--- src/rtl/alu_exec_pkg.sv ---
// Shared types and constants for the ALU execute stage.
// Includes op codes, FSM states, and flag bit positions.
package alu_exec_pkg;

  typedef enum logic [3:0] {
    OP_ADD = 4'b0000,
    OP_SUB = 4'b0001,
    OP_AND = 4'b0010,
    OP_ORR = 4'b0011,
    OP_XOR = 4'b0100,
    OP_NOT = 4'b0101,
    OP_LSL = 4'b0111,
    OP_LSR = 4'b1000,
    OP_ASR = 4'b1001,
    OP_ROR = 4'b1010,
    OP_CMP = 4'b1011
  } alu_ctrl_e;

  typedef enum logic [1:0] {
    IDLE,
    SHIFT,
    DONE
  } exec_state_e;

  // Bit positions inside the {N,Z,C,V} flag vector
  localparam int FLAG_N = 3;
  localparam int FLAG_Z = 2;
  localparam int FLAG_C = 1;
  localparam int FLAG_V = 0;

  // Bit positions inside FlagW
  localparam int FLAGW_NZ = 1;
  localparam int FLAGW_CV = 0;

endpackage

--- src/rtl/alu_exec_unit_shift_step.sv ---
// One-bit LSL/LSR/ASR/ROR step with carry-out (the bit shifted out).
// Any other op code passes the value through unchanged, with carry 0.
module alu_shift_step
  import alu_exec_pkg::*;
#(
  parameter int WIDTH = 32
) (
  input  logic [3:0]       i_op,
  input  logic [WIDTH-1:0] i_val,
  output logic [WIDTH-1:0] o_val,
  output logic             o_carry
);

  always_comb begin
    o_val   = i_val;
    o_carry = 1'b0;
    case (i_op)
      OP_LSL: begin
        o_val   = {i_val[WIDTH-2:0], 1'b0};
        o_carry = i_val[WIDTH-1];
      end
      OP_LSR: begin
        o_val   = {1'b0, i_val[WIDTH-1:1]};
        o_carry = i_val[0];
      end
      OP_ASR: begin
        o_val   = {i_val[WIDTH-1], i_val[WIDTH-1:1]};
        o_carry = i_val[0];
      end
      OP_ROR: begin
        o_val   = {i_val[0], i_val[WIDTH-1:1]};
        o_carry = i_val[0];
      end
      default: ;
    endcase
  end

endmodule

--- src/rtl/alu_exec_unit.sv ---
// ALU execute stage: valid/ready wrapped ALU with NZCV flag register and shifter.
// Define ALU_EXEC_FAST_SHIFT_EN for a single-cycle barrel shifter instead of the 1 bit/cycle one.
module alu_exec_unit
  import alu_exec_pkg::*;
#(
  parameter int WIDTH   = 32,
  parameter int SHAMT_W = 5
) (
  input  logic               clk,
  input  logic               reset,
  input  logic               in_valid,
  output logic               in_ready,
  input  logic [3:0]         ALUControl,
  input  logic [1:0]         FlagW,
  input  logic [WIDTH-1:0]   SrcA,
  input  logic [WIDTH-1:0]   SrcB,
  input  logic [SHAMT_W-1:0] ShAmt,
  output logic               out_valid,
  input  logic               out_ready,
  output logic [WIDTH-1:0]   ALUResult,
  output logic [3:0]         ALUFlags
);

  exec_state_e      r_state;
  logic             r_in_ready;
  logic             r_out_valid;
  logic [WIDTH-1:0] r_result;
  logic [3:0]       r_flags;
  logic [1:0]       r_flagw;
  logic             r_c;
  logic             r_v;

  logic [WIDTH-1:0] w_res;
  logic [WIDTH:0]   w_sum;
  logic             w_c;
  logic             w_v;

`ifdef ALU_EXEC_FAST_SHIFT_EN
  localparam int NSTEP = (2 ** SHAMT_W) - 1;
  logic [WIDTH-1:0] w_chain [0:NSTEP];
  logic             w_chc   [0:NSTEP];

  assign w_chain[0] = SrcB;
  assign w_chc[0]   = 1'b0;
  for (genvar g = 0; g < NSTEP; g++) begin : g_step
    alu_shift_step #(.WIDTH(WIDTH)) u_step (
      .i_op    (ALUControl),
      .i_val   (w_chain[g]),
      .o_val   (w_chain[g+1]),
      .o_carry (w_chc[g+1])
    );
  end
`else
  logic [3:0]         r_op;
  logic [SHAMT_W-1:0] r_cnt;
  logic [WIDTH-1:0]   w_step_val;
  logic               w_step_c;
  logic               w_is_shift;

  assign w_is_shift = (ALUControl == OP_LSL) || (ALUControl == OP_LSR) ||
                      (ALUControl == OP_ASR) || (ALUControl == OP_ROR);

  alu_shift_step #(.WIDTH(WIDTH)) u_step (
    .i_op    (r_op),
    .i_val   (r_result),
    .o_val   (w_step_val),
    .o_carry (w_step_c)
  );
`endif

  // Result/C/V as known at accept time; iterative shifts start from SrcB and refine in SHIFT
  always_comb begin
    w_res = '0;
    w_sum = '0;
    w_c   = r_flags[FLAG_C];
    w_v   = r_flags[FLAG_V];
    case (ALUControl)
      OP_ADD: begin
        w_sum = {1'b0, SrcA} + {1'b0, SrcB};
        w_res = w_sum[WIDTH-1:0];
        w_c   = w_sum[WIDTH];
        w_v   = (SrcA[WIDTH-1] == SrcB[WIDTH-1]) && (w_res[WIDTH-1] != SrcA[WIDTH-1]);
      end
      OP_SUB, OP_CMP: begin
        w_sum = {1'b0, SrcA} + {1'b0, ~SrcB} + {{WIDTH{1'b0}}, 1'b1};
        w_res = w_sum[WIDTH-1:0];
        w_c   = w_sum[WIDTH];
        w_v   = (SrcA[WIDTH-1] != SrcB[WIDTH-1]) && (w_res[WIDTH-1] != SrcA[WIDTH-1]);
      end
      OP_AND: w_res = SrcA & SrcB;
      OP_ORR: w_res = SrcA | SrcB;
      OP_XOR: w_res = SrcA ^ SrcB;
      OP_NOT: w_res = ~SrcB;
      OP_LSL, OP_LSR, OP_ASR, OP_ROR: begin
`ifdef ALU_EXEC_FAST_SHIFT_EN
        w_res = w_chain[ShAmt];
        w_c   = (ShAmt == '0) ? r_flags[FLAG_C] : w_chc[ShAmt];
`else
        w_res = SrcB;
`endif
      end
      default: w_res = '0;
    endcase
  end

  always_ff @(posedge clk) begin
    if (reset) begin
      r_state     <= IDLE;
      r_in_ready  <= 1'b1;
      r_out_valid <= 1'b0;
      r_result    <= '0;
      r_flags     <= '0;
      r_flagw     <= '0;
      r_c         <= 1'b0;
      r_v         <= 1'b0;
`ifndef ALU_EXEC_FAST_SHIFT_EN
      r_op        <= '0;
      r_cnt       <= '0;
`endif
    end else begin
      case (r_state)
        IDLE: begin
          if (in_valid) begin
            r_flagw    <= FlagW;
            r_result   <= w_res;
            r_c        <= w_c;
            r_v        <= w_v;
            r_in_ready <= 1'b0;
`ifndef ALU_EXEC_FAST_SHIFT_EN
            r_op       <= ALUControl;
            if (w_is_shift && (ShAmt != '0)) begin
              r_state <= SHIFT;
              r_cnt   <= ShAmt;
            end else
`endif
            begin
              r_state     <= DONE;
              r_out_valid <= 1'b1;
            end
          end
        end
`ifndef ALU_EXEC_FAST_SHIFT_EN
        SHIFT: begin
          r_result <= w_step_val;
          r_c      <= w_step_c;
          r_cnt    <= r_cnt - SHAMT_W'(1);
          if (r_cnt == SHAMT_W'(1)) begin
            r_state     <= DONE;
            r_out_valid <= 1'b1;
          end
        end
`endif
        DONE: begin
          if (out_ready) begin
            if (r_flagw[FLAGW_NZ]) begin
              r_flags[FLAG_N] <= r_result[WIDTH-1];
              r_flags[FLAG_Z] <= (r_result == '0);
            end
            if (r_flagw[FLAGW_CV]) begin
              r_flags[FLAG_C] <= r_c;
              r_flags[FLAG_V] <= r_v;
            end
            r_state     <= IDLE;
            r_out_valid <= 1'b0;
            r_in_ready  <= 1'b1;
          end
        end
        default: r_state <= IDLE;
      endcase
    end
  end

  assign in_ready  = r_in_ready;
  assign out_valid = r_out_valid;
  assign ALUResult = r_result;
  assign ALUFlags  = r_flags;

endmodule
--- config.mk ---
export PLATFORM = sky130hd
export DESIGN_NAME = alu_exec_unit
export DESIGN_NICKNAME = d
export VERILOG_FILES = /design/src/rtl/alu_exec_pkg.sv /design/src/rtl/alu_exec_unit_shift_step.sv /design/src/rtl/alu_exec_unit.sv
export SDC_FILE = /design/constraint.sdc
export NUM_CORES = 1
export LEC_CHECK = 0
export CAP_MARGIN = 20
export CORE_UTILIZATION = 45
export DETAILED_ROUTE_END_ITERATION = 10
export PLACE_DENSITY = 0.67
export RECOVER_POWER = 100
export SETUP_SLACK_MARGIN = 0.02
export SYNTH_ARGS = -nofsm -noshare
export SYNTH_HDL_FRONTEND = slang
export SYNTH_SLANG_ARGS = --single-unit
--- constraint.sdc ---
create_clock -name clk -period 4.2 [get_ports clk]
set_input_delay 0.84 -clock clk [delete_from_list [all_inputs] [get_ports clk]]
set_output_delay 0.84 -clock clk [all_outputs]
set_load 0.03 [all_outputs]
# Yosys cells after proc, flatten, opt, wreduce, memory -nomap -nowiden
# Index checks and enable logic that the tools add are counted.
op_classes:
  n_addsub: 4
  n_mul: 0
  n_div: 0
  magnitude_cmp: 0
  n_eq_ne: 29
  shift: 0
  mux: 25
  bitwise_logic: 4
  reduce_logical: 26
op_table:
  columns: ["cell", "n"]
  rows:
  - ["one-hot mux 32 bit (7 select lines)", 1]
  - ["one-hot mux 32 bit (4 select lines)", 1]
  - ["adder 32 x 32 -> 33 bit", 2]
  - ["one-hot mux 32 bit (2 select lines)", 1]
  - ["adder 33 x 1 -> 33 bit (second input constant)", 1]
  - ["AND 32 bit", 1]
  - ["logical NOT 32 bit", 1]
  - ["two-way mux 32 bit", 1]
  - ["NOT 32 bit", 1]
  - ["bitwise OR 32 bit", 1]
  - ["XOR 32 bit", 1]
  - ["equality test 4 bit (second input constant)", 7]
  - ["AND reduction 3 bit", 6]
  - ["equality test 4 x 3 -> 1 bit (second input constant)", 4]
  - ["!= test 2 bit (second input constant)", 6]
  - ["two-way mux 5 bit", 2]
  - ["one-hot mux 1 bit (2 select lines)", 5]
  - ["one-hot mux 5 bit (2 select lines)", 1]
  - ["equality test 4 x 2 -> 1 bit (second input constant)", 2]
  - ["two-way mux 2 bit", 4]
  - ["two-way mux 1 bit", 7]
  - ["one-hot mux 2 bit (3 select lines)", 1]
  - ["equality test 5 x 1 -> 1 bit (second input constant)", 1]
  - ["!= test 5 x 1 -> 1 bit (second input constant)", 1]
  - ["other kinds (21)", 29]
word_totals:
  ff_bits: 53
  latchBits: 0
  ramBits: 0
  mem_bits_ro: 0
  input_bits: 79
  output_inout_bits: 38
  elab_cells: 100
  memories: 0

# Logic depth before layout (Yosys ltp)
# Gate-level depths: netlist of the first run.
depth:
  ltp_word: 8
  mapped_depth: 13
  depth_no_buf: 13

# Hierarchy
# A second synthesis of the first run with hierarchy kept.
unflattened:
  hier_cells: 1232
  area_unflattened_um2: 8710.9
by_module_without_submodules:
  columns: ["mod", "instances", "cells_each", "area_per_inst_um2", "seq_area_each_um2"]
  rows:
  - ["alu_exec_unit", 1, 1145, 8035.2, 1061.0]
  - ["alu_shift_step", 1, 87, 675.6, 0.0]

# Worst setup path after synthesis of the first run
# OpenSTA, ideal clock, no wires.
synth_path:
  path_kind: "input port to flip-flop"
  from: "input SrcA[0]"
  to: "register r_result[10] (netlist: ALUResult[10])"
  setup_time_ns: 0.131
  t_arrival_ns: 3.092
  t_required_ns: 4.069
  slack_ns: 0.976
  cell_stages: 13
  n_path_buf: 0
  cell_sequence: "inv_1 ha_1 inv_1 fa_1 and2b_2 o21ai_1 nand2_1 a211o_1 a31o_1 nand3_1 or3b_1 o21ai_1 a211oi_1"
synth_via:
  elab_chain_cells: 5
  elab_cells_between_ends: 6
synth_lines:
  columns: ["element", "line", "source"]
  rows:
  - ["from (decl)", "alu_exec_unit.sv:15", "input logic [WIDTH-1:0] SrcA,"]
  - ["adder 32 x 32 -> 33 bit", "alu_exec_unit.sv:85", "w_sum = {1'b0, SrcA} + {1'b0, ~SrcB} + {{WIDTH{1'b0}}, 1'b1};"]
  - ["adder 33 x 1 -> 33 bit", "alu_exec_unit.sv:85", null]
  - ["one-hot mux 32 bit (7 select lines) *", "alu_exec_unit.sv:77", "case (ALUControl)"]
  - ["two-way mux 32 bit *", "alu_exec_unit.sv:123", "if (in_valid) begin"]
  - ["one-hot mux 32 bit (2 select lines) *", "alu_exec_unit.sv:121", "case (r_state)"]
  - ["to (signal assigned)", "alu_exec_unit.sv:125", "r_result <= w_res;"]
  - ["to (signal assigned)", "alu_exec_unit.sv:144", "r_result <= w_step_val;"]
  - ["to (decl)", "alu_exec_unit.sv:27", "logic [WIDTH-1:0] r_result;"]
# Every way passes the cells marked *; elsewhere a longest branch is shown, timed or not. The select of a mux whose other input is x is not followed.
# A chain may end at the register's enable or synchronous reset.

# Worst setup path after layout of the first run
layout_path:
  from: "input ALUControl[3]"
  to: "register r_result[27] (netlist: ALUResult[27])"
layout_via:
  elab_chain_cells: 5
  elab_cells_between_ends: 16
layout_lines:
  columns: ["element", "line", "source"]
  rows:
  - ["from (decl)", "alu_exec_unit.sv:13", "input logic [3:0] ALUControl,"]
  - ["equality test 4 x 3 -> 1 bit, or another cell as far along", "alu_exec_unit.sv:77", null]
  - ["OR reduction 4 bit / OR reduction 2 bit (equally long branches)", null, null]
  - ["one-hot mux 32 bit (7 select lines) *", "alu_exec_unit.sv:77", null]
  - ["two-way mux 32 bit *", "alu_exec_unit.sv:123", null]
  - ["one-hot mux 32 bit (2 select lines) *", "alu_exec_unit.sv:121", null]
# Marks and branches as above.

==> run metrics, run 1 <==
Logic pwr share 58.5%; layout cell share with drive strength beyond 1 9.99%; IO Port Bufs 116; initial antenna violation count 0; multi-input logic area 6860 um^2; post-CTS sizing 0; Avg WL per Cell 19.3 um; Non-Filler Instances 1672; setup violators final 0; Hold WS 468 ps; Layout area overhead 22.2%; Initial DRC Count 1216; Num CTS Buffers 5; first-pass iteration count of the detailed router 5; Post-route DRC 0; register bit total from synthesis 53; post-synthesis cell type count 97; Slew @ Worst Pin 1190 ps; launching point of the worst reg2reg path r_state[0]; WP depth 9; Final WS setup 153 ps; Switch Pwr 1.31 mW; CP cell instances dlygate4sd3_1 -> xnor2_1 -> and3b_1 -> clkbuf_1 -> clkbuf_2 -> nand4_1 -> a31oi_1 -> o41ai_1 -> a21oi_1; crit path launch type input port; Mean Syn Cell Area 6.94 um^2; routability cong. 0.982; clock-pin slew on the worst setup and hold paths 80 ps; Sw Ratio 47.4%; GRT overflow 0; clock sink total 53; final instance area 10700 um^2; sequential share of power 25.3%; Cell Pwr Density 258 nW/um^2; Synth warnings 0; Final #Nets 1601; Cell Area, Synth 8770 um^2; crit-path max cell delay 930 ps; Post-CTS Repair Setup Buffers 0; CTS root buf clkbuf_16; Slew Limit Fails 0; Post-Route Skew 9.64 ps; # diodes 0; register area share after synthesis 12.1%; Final TNS setup 0 ps; Worst path slowest cell clkbuf_1; core area 18900 um^2; maximum vdd drop 0.177 mV; largest net degree at the start of global routing 45; CTS Buffer Depth 2; Int Power 1.46 mW; Placement Setup Slack 60.8 ps; most frequent cells in the layout nand2_1 (140), nor2_1 (123), a21oi_1 (119), ha_1 (109), buf_4 (100); RSZ-0062 raised after global routing no; worst min-delay path category reg -> reg; Routed WL 32300 um; H-tree Lvls 2; Reg2Reg Depth 9; hold_buf cts 0; via count 10293; FF/Latch Area 1060 um^2; vias in the first global route 9336; fmax 0.247 GHz; FP Rows 50; Slew HR 20.6%; MaxCap Viol Count 0; status completed; Post-synth EDFFs 0; ys async rst share 0%; kind of critical path in -> reg; Worst EP required 4440 ps; TritonCTS clock tree done; DP Wirelength 25200 um; Gate Count Post-Synth 1265; placed insts 1664; CP endpoint kind register; Post-Route Utilization 56.7%; Placed Area 10600 um^2; hold path startpoint r_flagw[0]; CP bufs+invs 3; Mapped Nets 1455; Fillers 1886; clock share of power 16.2%; Final Critical Period 4050 ps; most common cell after layout, fill and taps aside nand2_1; overall power 2.77 mW; Critical Path AT 4290 ps; Initial Utilization 46.4%; Die Ht 142 um; I/O pin total 117; Die Width 142 um; final hold vios 0; post-route ant nets 0; Tot GR Track Use 32.0%; die footprint 20100 um^2; CP Max Fanout 19; worst hold path cell count 2; commonest register cell after synthesis dfxtp_1; top cell family by delay on the critical path buffers and inverters; critical path launch point ALUControl[3]; Leakage 4.66 nW; vias per cell 6.16; fin crit share 96.4%; first-pass GRT wire length 50900 um; clk_lat worst skew 310 ps
## cell usage after synthesis, types with 21 or more instances
master	count	area [um^2]
a211oi_1	30	225
a21oi_1	120	601
a221oi_1	28	245
clkbuf_1	44	165
dfxtp_1	53	1060
ha_1	109	1360
inv_1	96	360
mux2i_1	21	210
nand2_1	140	526
nand3_1	22	110
nor2_1	123	462
nor3_1	37	185
o211ai_1	21	158
o21ai_0	65	325
## routing by layer
| metal | GRT usage, % | vias to the layer above | part of all wire (%) |
|---|---|---|---|
| met5 | 0 | - | 0 |
| met4 | 9.45 | 0 | 2.5 |
| met3 | 4.83 | 63 | 8.7 |
| met2 | 50.2 | 528 | 43 |
| met1 | 45.0 | 4788 | 46 |
| li1 | - | 4914 | - |
## final timing paths
kind | slack [ps] | end
max | 150 | ALUResult[27]
min | 470 | r_flagw[0]
max reg2reg | 1220 | ALUResult[28]
min reg2reg | 470 | r_flagw[0]
## flip-flops by register name (all words and copies together), names as in the netlist
name,cells
ALUFlags,4
r_flagw,2
r_c,1
out_valid,1
r_op,4
in_ready,1
ALUResult,32
r_v,1
r_cnt,5
r_state,2
## cell type report
class / instances / area share, %
clock buffer: 5 / 1.17
clock inverter: 3 / 0.245
inverter: 104 / 3.64
multi-input combinational: 1026 / 64.0
sequential: 53 / 9.90
tap: 260 / 3.03
timing repair buffer: 221 / 18.0
## tightest hold or removal path, stage by stage, from the launching register on
cell	delay [ps]
dfxtp_1	320
nand2_1	50
a21oi_1	50
## kinds of logic (layout without fill, tap and decap cells)
family / after synthesis / after routing / synth area share, %
AOI/OAI and AO/OA: 451 / 451 / 34.9
and+or+nand+nor: 423 / 423 / 22.9
buffers and inverters: 186 / 333 / 9.67
adders and majority gates: 111 / 111 / 16.0
DFF: 53 / 53 / 12.1
muxes: 23 / 23 / 2.65
xor gates and xnor gates: 18 / 18 / 1.80
## power groups by stage
stage	clock network (mW)	registers (mW)	logic [mW]
floorplan	0	0.778	0.935
global route	0.472	0.707	1.76
CTS	0.454	0.695	1.63
global placement	0	0.705	1.60
finish	0.449	0.700	1.62
detailed placement	0	0.707	1.62
Note: power is estimated with default switching activity, not from simulation.
==> run 2: changes to the inputs <==
==> constraint.sdc (replaced) <==
create_clock -name clk -period 4.7 [get_ports clk]
set_input_delay 0.94 -clock clk [delete_from_list [all_inputs] [get_ports clk]]
set_output_delay 0.94 -clock clk [all_outputs]
set_load 0.03 [all_outputs]
==> run 2 against run 1 <==
The flow now finishes with violations (capacitance limit, slew limit). Largest cell class unchanged. Die area stayed put. Global-route usage is 0.55 points lower. Highest routed layer unchanged. Largest power group unchanged. Cell count fell by 4.1%. Via count shrank 2.4%. Sequential share of layout area increased by 0.49 points. Power shrank 14%. Clock skew rose by 0.99 ps. Hold slack worse by 5.0 ps. Non-clock buffer count shrank 69. Count of clock-buffer cells in the layout unchanged. Cell area decreased by 4.7%. Setup slack got worse by 6.9 ps.
==> run metrics, run 2 (synthesized netlist as in run 1, its figures left out) <==
fin crit share 96.9%; Post-route DRC 0; Slew Limit Fails 45; post-CTS sizing 0; initial antenna violation count 0; Hold EP r_flagw[0]; Non-Filler Instances 1603; MaxCap Viol Count 1; overall power 2.39 mW; Slew HR -47.2%; launching point of the worst reg2reg path r_state[0]; Fillers 1923; final hold vios 0; RSZ-0062 raised after global routing no; clock sink total 53; H-tree Lvls 2; vias per cell 6.27; I/O pin total 117; Int Power 1.24 mW; IO Port Bufs 116; Reg2Reg Depth 9; R2R Path End ALUResult[25]; Avg WL per Cell 19.8 um; Num CTS Buffers 5; first-pass GRT wire length 50300 um; # diodes 0; core area 18900 um^2; Sw Ratio 48.0%; CP endpoint kind register; Switch Pwr 1.15 mW; Die Width 142 um; most common cell after layout, fill and taps aside nand2_1; CP Max Fanout 4; status finished with violations; kind of critical path in -> reg; most frequent cells in the layout nand2_1 (140), nor2_1 (123), a21oi_1 (120), ha_1 (109), inv_1 (96); Placement Setup Slack -70.3 ps; Initial DRC Count 964; crit path launch type input port; Die Ht 142 um; clock share of power 16.4%; hold_buf cts 0; Final #Nets 1532; failing checks capacitance limit, slew limit; Logic pwr share 57.4%; Initial Utilization 46.4%; CTS root buf clkbuf_16; maximum vdd drop 0.145 mV; sequential share of power 26.2%; post-route ant nets 0; clk_lat worst skew 310 ps; final instance area 10200 um^2; Worst EP required 4790 ps; Critical Path AT 4640 ps; placed insts 1595; first-pass iteration count of the detailed router 5; Final TNS setup 0 ps; max reg flops 32; fmax 0.220 GHz; worst min-delay path category reg -> reg; worst hold path cell count 2; routability cong. 0.957; Final WS setup 146 ps; largest net degree at the start of global routing 45; Layout area overhead 16.5%; via count 10043; layout cell share with drive strength beyond 1 5.51%; TritonCTS clock tree done; Placed Area 10100 um^2; GRT overflow 0; Routed WL 31700 um; setup slack, reg-to-reg 1490 ps; Leakage 4.33 nW; FP Rows 50; Slew @ Worst Pin 2210 ps; Final Critical Period 4550 ps; hold path startpoint r_flagw[0]; DP Wirelength 24300 um; Post-CTS Repair Setup Buffers 0; vias in the first global route 9188; clock-pin slew on the worst setup and hold paths 80 ps; setup violators final 0; Tot GR Track Use 31.5%; CTS Buffer Depth 2; die footprint 20100 um^2; Post-Route Skew 10.6 ps; Cell Pwr Density 233 nW/um^2
run 2: changes by cell type in the layout (fill, tap and decap cells not counted), moves of 2 or more:
cell,before,now
dlygate4sd3_1,44,41
o21ai_0,68,70
clkdlybuf4s50_1,72,75
buf_4,100,34
o21ai_1,15,13
clkbuf_1,4,2
run 2: worst max-delay path by stage:
stage          startpoint       endpoint  slack [ps]
2_1_floorplan     SrcA[0]  ALUResult[10]        1380
3_3_place_gp     SrcB[23]            r_v        -140
3_5_place_dp     SrcB[23]            r_v         -70
4_1_cts          SrcB[23]            r_v         230
5_1_grt          SrcB[23]  ALUResult[31]         120
6_report          SrcA[1]  ALUResult[25]         150
run 2: layout make-up:
| type | instances | area, um^2 | share of cell area (%) |
|---|---|---|---|
| Clock buffer | 5 | 125 | 1.22 |
| Clock inverter | 3 | 25.0 | 0.245 |
| Timing Repair Buffer | 152 | 1420 | 13.9 |
| Tap cell | 260 | 325 | 3.18 |
| Sequential cell | 53 | 1060 | 10.4 |
| Multi-Input combinational cell | 1026 | 6870 | 67.2 |
| Inverter | 104 | 390 | 3.82 |
run 2: metrics by stage:
stage               hold slack (ps)  utilization (%)
floorplan                       437                -
global placement                444             53.5
detailed placement              455             53.5
CTS                             465             54.3
global route                    490             54.1
finish                          463             54.1
run 2: per-layer routing:
metal | wire length, um | share of wire (%) | vias to the layer above | GRT usage (%)
li1 | - | - | 4777 | -
met2 | 13800 | 43 | 514 | 49.6
met3 | 2710 | 8.5 | 73 | 3.95
met1 | 14400 | 45 | 4679 | 44.5
met5 | 0 | 0 | - | 0
met4 | 835 | 2.6 | 0 | 9.22
run 2: power groups by stage:
stage | combinational (mW) | sequential [mW] | clock, mW
after floorplan | 0.836 | 0.695 | 0
after global placement | 1.36 | 0.630 | 0
after detailed placement | 1.37 | 0.632 | 0
after CTS | 1.37 | 0.621 | 0.394
after global routing | 1.49 | 0.633 | 0.409
final | 1.37 | 0.625 | 0.391
run 2: worst max-delay path: stages:
cell and delay [ps]:
dlygate4sd3_1 670, inv_1 120, ha_1 390, a21o_1 190, a21o_2 240, a21oi_1 310
o221ai_1 260, a31oi_1 410, o21ai_0 180, xnor2_1 160, a2111oi_0 620, a211oi_1 170
